File: src/rtl/mul_div_unit.sv
// mul_div_unit: multi-cycle multiply/divide unit for the EX stage.
// Produces write pulses and data for the HI/LO register pair.
//   MULT/MULTU : IDLE -> MUL -> WB, pulse two cycles after accept.
//   DIV/DIVU   : IDLE -> DIV (32 restoring iterations) -> WB, pulse 33 cycles after accept.
//   MTHI/MTLO  : IDLE -> WB, single-enable pulse one cycle after accept.
// Optional feature macro MDU_MADD_EN enables MADD/MADDU/MSUB/MSUBU
// (accumulate into the latched {cur_hi,cur_lo}); without it ops 6-9 are ignored.
module mul_div_unit #(
  parameter int DIV_ITER = 32
) (
  input  logic        clk,
  input  logic        reset,
  input  logic        op_valid,
  input  logic [3:0]  op,
  input  logic [31:0] src_a,
  input  logic [31:0] src_b,
  input  logic [31:0] cur_hi,
  input  logic [31:0] cur_lo,
  input  logic        flush,
  output logic        busy,
  output logic        hi_we,
  output logic        lo_we,
  output logic [31:0] wd_hi,
  output logic [31:0] wd_lo
);

  localparam int CNT_W = $clog2(DIV_ITER);
  localparam logic [CNT_W-1:0] CNT_LAST = CNT_W'(DIV_ITER - 1);

  typedef enum logic [1:0] {
    S_IDLE,
    S_MUL,
    S_DIV,
    S_WB
  } state_e;

  typedef enum logic [3:0] {
    OP_MULT  = 4'd0,
    OP_MULTU = 4'd1,
    OP_DIV   = 4'd2,
    OP_DIVU  = 4'd3,
    OP_MTHI  = 4'd4,
    OP_MTLO  = 4'd5,
    OP_MADD  = 4'd6,
    OP_MADDU = 4'd7,
    OP_MSUB  = 4'd8,
    OP_MSUBU = 4'd9
  } op_e;

  // State and datapath registers
  state_e           state_q, state_d;
  logic [31:0]      op_a_q, op_a_d;       // raw multiplicand / dividend
  logic [31:0]      op_b_q, op_b_d;       // raw multiplier
  logic             mul_signed_q, mul_signed_d;
  logic [31:0]      rem_q, rem_d;         // partial remainder
  logic [31:0]      quo_q, quo_d;         // dividend magnitude shifting into quotient
  logic [31:0]      dvsr_q, dvsr_d;       // divisor magnitude
  logic             neg_quo_q, neg_quo_d;
  logic             neg_rem_q, neg_rem_d;
  logic             div_zero_q, div_zero_d;
  logic [CNT_W-1:0] cnt_q, cnt_d;
  logic             hi_we_q, hi_we_d;
  logic             lo_we_q, lo_we_d;
  logic [31:0]      wd_hi_q, wd_hi_d;
  logic [31:0]      wd_lo_q, wd_lo_d;
`ifdef MDU_MADD_EN
  logic [63:0]      acc_q, acc_d;
  logic             acc_en_q, acc_en_d;
  logic             acc_sub_q, acc_sub_d;
`endif

  // Decoded op
  logic dec_legal, dec_signed, dec_mul, dec_div, dec_mthi, dec_mtlo;
`ifdef MDU_MADD_EN
  logic dec_acc, dec_sub;
`endif
  logic accept;

  // Datapath nets
  logic [31:0] a_mag, b_mag;
  logic [63:0] mul_a_ext, mul_b_ext, product, mul_result;
  logic [32:0] rem_shift, rem_diff;
  logic        step_ok;
  logic [31:0] rem_next, quo_next, quo_final, rem_final;

  // Op decode: classify the presented op and flag illegal codes.
  always_comb begin
    // NOTE: every combinational output gets a default first so no path leaves it unassigned (no latch).
    dec_legal  = 1'b0;
    dec_signed = 1'b0;
    dec_mul    = 1'b0;
    dec_div    = 1'b0;
    dec_mthi   = 1'b0;
    dec_mtlo   = 1'b0;
`ifdef MDU_MADD_EN
    dec_acc    = 1'b0;
    dec_sub    = 1'b0;
`endif
    case (op)
      OP_MULT:  begin dec_legal = 1'b1; dec_mul = 1'b1; dec_signed = 1'b1; end
      OP_MULTU: begin dec_legal = 1'b1; dec_mul = 1'b1; end
      OP_DIV:   begin dec_legal = 1'b1; dec_div = 1'b1; dec_signed = 1'b1; end
      OP_DIVU:  begin dec_legal = 1'b1; dec_div = 1'b1; end
      OP_MTHI:  begin dec_legal = 1'b1; dec_mthi = 1'b1; end
      OP_MTLO:  begin dec_legal = 1'b1; dec_mtlo = 1'b1; end
`ifdef MDU_MADD_EN
      OP_MADD:  begin dec_legal = 1'b1; dec_mul = 1'b1; dec_acc = 1'b1; dec_signed = 1'b1; end
      OP_MADDU: begin dec_legal = 1'b1; dec_mul = 1'b1; dec_acc = 1'b1; end
      OP_MSUB:  begin dec_legal = 1'b1; dec_mul = 1'b1; dec_acc = 1'b1; dec_sub = 1'b1;
                      dec_signed = 1'b1; end
      OP_MSUBU: begin dec_legal = 1'b1; dec_mul = 1'b1; dec_acc = 1'b1; dec_sub = 1'b1; end
`endif
      default:  ;
    endcase
  end

  assign accept = op_valid && (state_q == S_IDLE) && !flush && dec_legal;

`ifndef MDU_MADD_EN
  // Accumulator inputs have no consumer when the accumulate ops are disabled.
  logic unused_acc_inputs;
  assign unused_acc_inputs = ^{cur_hi, cur_lo};
`endif

  // Multiply / accumulate and one restoring-divide step.
  always_comb begin
    a_mag = (dec_signed && src_a[31]) ? -src_a : src_a;
    b_mag = (dec_signed && src_b[31]) ? -src_b : src_b;

    mul_a_ext = mul_signed_q ? {{32{op_a_q[31]}}, op_a_q} : {32'b0, op_a_q};
    mul_b_ext = mul_signed_q ? {{32{op_b_q[31]}}, op_b_q} : {32'b0, op_b_q};
    product   = mul_a_ext * mul_b_ext;
`ifdef MDU_MADD_EN
    if (acc_en_q) begin
      mul_result = acc_sub_q ? (acc_q - product) : (acc_q + product);
    end else begin
      mul_result = product;
    end
`else
    mul_result = product;
`endif

    // Remainder stays below the divisor, so a 33-bit shift/subtract is exact.
    rem_shift = {rem_q, quo_q[31]};
    rem_diff  = rem_shift - {1'b0, dvsr_q};
    step_ok   = !rem_diff[32];
    rem_next  = step_ok ? rem_diff[31:0] : rem_shift[31:0];
    quo_next  = {quo_q[30:0], step_ok};

    if (div_zero_q) begin
      quo_final = 32'hFFFF_FFFF;
      rem_final = op_a_q;
    end else begin
      quo_final = neg_quo_q ? -quo_next : quo_next;
      rem_final = neg_rem_q ? -rem_next : rem_next;
    end
  end

  // Next-state and registered-output logic for the IDLE/MUL/DIV/WB controller.
  always_comb begin
    state_d      = state_q;
    op_a_d       = op_a_q;
    op_b_d       = op_b_q;
    mul_signed_d = mul_signed_q;
    rem_d        = rem_q;
    quo_d        = quo_q;
    dvsr_d       = dvsr_q;
    neg_quo_d    = neg_quo_q;
    neg_rem_d    = neg_rem_q;
    div_zero_d   = div_zero_q;
    cnt_d        = cnt_q;
    hi_we_d      = 1'b0;
    lo_we_d      = 1'b0;
    wd_hi_d      = wd_hi_q;
    wd_lo_d      = wd_lo_q;
`ifdef MDU_MADD_EN
    acc_d        = acc_q;
    acc_en_d     = acc_en_q;
    acc_sub_d    = acc_sub_q;
`endif

    if (flush) begin
      // Drop whatever is in flight; a pulse already on the outputs is unaffected.
      state_d = S_IDLE;
      cnt_d   = '0;
    end else begin
      case (state_q)
        S_IDLE: begin
          if (accept) begin
            op_a_d       = src_a;
            op_b_d       = src_b;
            mul_signed_d = dec_signed;
`ifdef MDU_MADD_EN
            acc_d        = {cur_hi, cur_lo};
            acc_en_d     = dec_acc;
            acc_sub_d    = dec_sub;
`endif
            if (dec_mthi) begin
              wd_hi_d = src_a;
              hi_we_d = 1'b1;
              state_d = S_WB;
            end else if (dec_mtlo) begin
              wd_lo_d = src_a;
              lo_we_d = 1'b1;
              state_d = S_WB;
            end else if (dec_mul) begin
              state_d = S_MUL;
            end else if (dec_div) begin
              rem_d      = '0;
              quo_d      = a_mag;
              dvsr_d     = b_mag;
              neg_quo_d  = dec_signed && (src_a[31] ^ src_b[31]);
              neg_rem_d  = dec_signed && src_a[31];
              div_zero_d = (src_b == 32'd0);
              cnt_d      = '0;
              state_d    = S_DIV;
            end
          end
        end
        S_MUL: begin
          {wd_hi_d, wd_lo_d} = mul_result;
          hi_we_d = 1'b1;
          lo_we_d = 1'b1;
          state_d = S_WB;
        end
        S_DIV: begin
          rem_d = rem_next;
          quo_d = quo_next;
          cnt_d = cnt_q + CNT_W'(1);
          if (cnt_q == CNT_LAST) begin
            wd_lo_d = quo_final;
            wd_hi_d = rem_final;
            hi_we_d = 1'b1;
            lo_we_d = 1'b1;
            cnt_d   = '0;
            state_d = S_WB;
          end
        end
        S_WB: begin
          state_d = S_IDLE;
        end
        default: begin
          state_d = S_IDLE;
        end
      endcase
    end
  end

  // State register with synchronous active-high reset.
  always_ff @(posedge clk) begin
    if (reset) begin
      state_q      <= S_IDLE;
      op_a_q       <= '0;
      op_b_q       <= '0;
      mul_signed_q <= 1'b0;
      rem_q        <= '0;
      quo_q        <= '0;
      dvsr_q       <= '0;
      neg_quo_q    <= 1'b0;
      neg_rem_q    <= 1'b0;
      div_zero_q   <= 1'b0;
      cnt_q        <= '0;
      hi_we_q      <= 1'b0;
      lo_we_q      <= 1'b0;
      wd_hi_q      <= '0;
      wd_lo_q      <= '0;
`ifdef MDU_MADD_EN
      acc_q        <= '0;
      acc_en_q     <= 1'b0;
      acc_sub_q    <= 1'b0;
`endif
    end else begin
      // NOTE: non-blocking assignments so every register samples pre-edge values.
      state_q      <= state_d;
      op_a_q       <= op_a_d;
      op_b_q       <= op_b_d;
      mul_signed_q <= mul_signed_d;
      rem_q        <= rem_d;
      quo_q        <= quo_d;
      dvsr_q       <= dvsr_d;
      neg_quo_q    <= neg_quo_d;
      neg_rem_q    <= neg_rem_d;
      div_zero_q   <= div_zero_d;
      cnt_q        <= cnt_d;
      hi_we_q      <= hi_we_d;
      lo_we_q      <= lo_we_d;
      wd_hi_q      <= wd_hi_d;
      wd_lo_q      <= wd_lo_d;
`ifdef MDU_MADD_EN
      acc_q        <= acc_d;
      acc_en_q     <= acc_en_d;
      acc_sub_q    <= acc_sub_d;
`endif
    end
  end

  assign busy  = (state_q != S_IDLE);
  assign hi_we = hi_we_q;
  assign lo_we = lo_we_q;
  assign wd_hi = wd_hi_q;
  assign wd_lo = wd_lo_q;

endmodule

File: config.mk
export PLATFORM = sky130hd
export DESIGN_NAME = mul_div_unit
export DESIGN_NICKNAME = d
export VERILOG_FILES = /design/src/rtl/mul_div_unit.sv
export SDC_FILE = /design/constraint.sdc
export NUM_CORES = 2
export LEC_CHECK = 0
export ABC_AREA = 1
export ABC_CLOCK_PERIOD_IN_PS = 22800
export BUFFER_PORTS_ARGS = -buffer_cell sky130_fd_sc_hd__clkbuf_2
export CORE_MARGIN = 2
export CORE_UTILIZATION = 55
export DETAILED_ROUTE_END_ITERATION = 10
export PLACE_DENSITY = 0.81
export SYNTH_ARGS = -nofsm -noshare
export SYNTH_HDL_FRONTEND = slang
export SYNTH_SLANG_ARGS = --single-unit
File: constraint.sdc
create_clock -name clk -period 22.8 [get_ports clk]
set_clock_uncertainty 0.2 [all_clocks]
set_input_delay 1.14 -clock clk [delete_from_list [all_inputs] [get_ports clk]]
set_output_delay 1.14 -clock clk [all_outputs]
set_load 0.1 [all_outputs]
==> results_dict.tcl <==
set metrics [dict create \
    syn_area_um2 65900 \
    crit_family "adder cells" \
    post-cts-setup-buffer-count 0 \
    port_buffers 138 \
    met3_usage_pct 6.25 \
    core_um2 119000 \
    period_share_pct 51.9 \
    grt_pass1_vias 58400 \
    synthArstFlopShare_pct 0 \
    ios 203 \
    whs_ps 287 \
    grt_pass1_wl_mm 341 \
    numCtsBuffers 28 \
    ctsResizeCount 0 \
    cts_sinks 237 \
    r2r_cells 27 \
    path_buf_inv 6 \
    viasPerCell 5.47 \
    nFillCells 10900 \
    synth_top_area_share_pct 43.1 \
    tritoncts "yes" \
    setup_ws_ps 10970 \
    start_util_pct 55.2 \
    yosys-top-cells-count "2561 x inv_1, 1936 x nand2_1, 1420 x fa_1" \
    drv_slew 0 \
    hold_viol 0 \
    max_stage_delay_ps 1040 \
    hold_buffers 0 \
    fin_crit_ps 11830 \
    timing.fmax_mhz 84.5 \
    h-tree-depth 1 \
    fp.dieH_um 350 \
    r2r_start "mul_signed_q" \
    end_kind "flop" \
    path_class "reg2reg" \
    routed_wl_mm 218 \
    min_path_type "reg2reg" \
    status "finished clean" \
    ant_nets 0 \
    worstHoldStart "op_b_q[25]" \
    drt_iter0_drc 5472 \
    area_growth_pct 4.31 \
    dieArea_um2 123000 \
    dp_slack_ps 11330 \
    routed-via-count 56100 \
    yosysMostFrequentCell "inv_1" \
    ys_seq_elements 237 \
    min_to "op_b_q[25]" \
    rows 127 \
    insertion_delay_ps 600 \
    cpMostUsedCell "fa_1" \
    synth-main-ff-cell "dfxtp_1" \
    vdd_drop_max_v 0.0000519 \
    crit_slowest_cell "o311ai_0" \
    dp_hpwl_mm 178 \
    fin_tns_setup_ps 0 \
    antenna_found_initial 6 \
    synthTopCellsByArea "fa_1 43%, inv_1 15%, nand2_1 11%, dfxtp_1 7.2%, ha_1 6.6%" \
    syn-mean-instance-area_um2 7.53 \
    yosysTopAreaCell "fa_1" \
    ys_seq_area_share_pct 7.20 \
    p_total_mw 1.65 \
    critical_path_arrival_ps 12150 \
    synth_edf_count 0 \
    gr-usage-met2_pct 57.9 \
    path_max_fanout 23 \
    worstPathRequired_ps 23110 \
    p_per_area_nw_per_um2 24.0 \
    die_w_um 350 \
    drive_gt1_share_pct 4.78 \
    grt_use_total_pct 36.7 \
    drc 0 \
    use_met1_pct 51.3 \
    grt_max_degree 90 \
    slew_headroom_pct 18.7 \
    setup_viol 0 \
    overflow 0 \
    cts_root_buf "clkbuf_16" \
    critical_path.startpoint_type "flop" \
    synth_cell_type_count 59 \
    clockBufferDepth 3 \
    synthesis.nets 10700 \
    gp_congestion 1.01 \
    routedWlPerCell_um 21.3 \
    final_nets 10500 \
    r2r_end "wd_hi[26]" \
    yosysWarnings 0 \
    path_clk_slew_ps 70 \
    rsz0062_at_grt "false" \
    drv_cap 0 \
    synthCells 8753 \
    hold_depth 2 \
    p_leak_nw 40.0 \
    worst_slew_pin_slew_ps 1200 \
    regToRegSetupSlack_ps 10970 \
    grt.busiest_layer "met2" \
    dr.pass1.iters 9 \
]
## worst max path at each step
stage                             from        end  depth (start not counted)
after floorplan             op_a_q[31]  wd_hi[31]                         34
after global placement    mul_signed_q  wd_hi[26]                         27
after detailed placement  mul_signed_q  wd_hi[26]                         27
after CTS                 mul_signed_q  wd_hi[26]                         27
after global routing      mul_signed_q  wd_hi[31]                         32
final                     mul_signed_q  wd_hi[26]                         27
## cells by family (layout without fill, tap and decap cells)
group / count (synthesis) / in the layout / synth area share [%]
other: 0 / 1 / 0
AOI/OAI and AO/OA: 859 / 859 / 7.09
xor gates and xnor gates: 123 / 123 / 1.63
DFF: 237 / 237 / 7.20
buffers and inverters: 2976 / 2860 / 17.1
and+or+nand+nor: 2788 / 2788 / 17.2
adders and majority gates: 1770 / 1770 / 49.8
## through the flow
| step | instances | utilization [%] | instance area [µm²] |
|---|---|---|---|
| after CTS | 10200 | 57.6 | 68700 |
| final | 10300 | 57.6 | 68700 |
| after floorplan | 8753 | - | 65900 |
| after detailed placement | 10200 | 56.8 | 67800 |
| after global placement | 10200 | 56.8 | 67800 |
| after global routing | 10200 | 57.6 | 68700 |
## routing by layer
layer | vias up | share of wire (%)
met5 | - | 0.024
li1 | 24800 | -
met3 | 575 | 9.9
met2 | 2917 | 45
met4 | 8 | 4.4
met1 | 27700 | 40
## tightest hold or removal path: cells and delay by family (launching register included)
family           cells  cell delay (ps)
AND/OR/NAND/NOR      2              130
flip-flops           1              320
## cell type report
class	count	area, µm²	share of cell area, %
inverter	2581	9690	14.1
clock buffer	41	851	1.24
clock inverter	10	138	0.200
timing repair buffer	228	1370	1.99
sequential	237	4750	6.90
antenna	1	2.50	0.00364
tap	1612	2020	2.93
multi-input combinational	5540	49900	72.6
## cell usage in the layout, fill, tap and decap left out, drive strengths merged, types with 13 or more instances in the layout
master,count
dfxtp,237
xor2,70
or2,28
o211ai,14
nand4,29
o221ai,17
nor2,468
ha,350
buf,90
a31oi,33
nand3b,17
fa,1420
nor3,64
inv,2577
nand2,1978
a21oi,394
xnor2,53
clkbuf,179
a21o,13
nand3,182
o21ai,338
## sequential cells by signal, summed over array words and instances (netlist names), 2 cells and up
name     flops
op_a_q      32
wd_lo       32
rem_q       32
dvsr_q      32
quo_q       32
state_q      2
cnt_q        5
wd_hi       32
op_b_q      32
## power by group
part	switching, mW	internal (mW)	leakage [nW]
clock	0.203	0.291	0.482
combinational	0.529	0.192	37.6
sequential	0.0100	0.425	1.92
No activity file was read; power rests on OpenSTA's default activity.
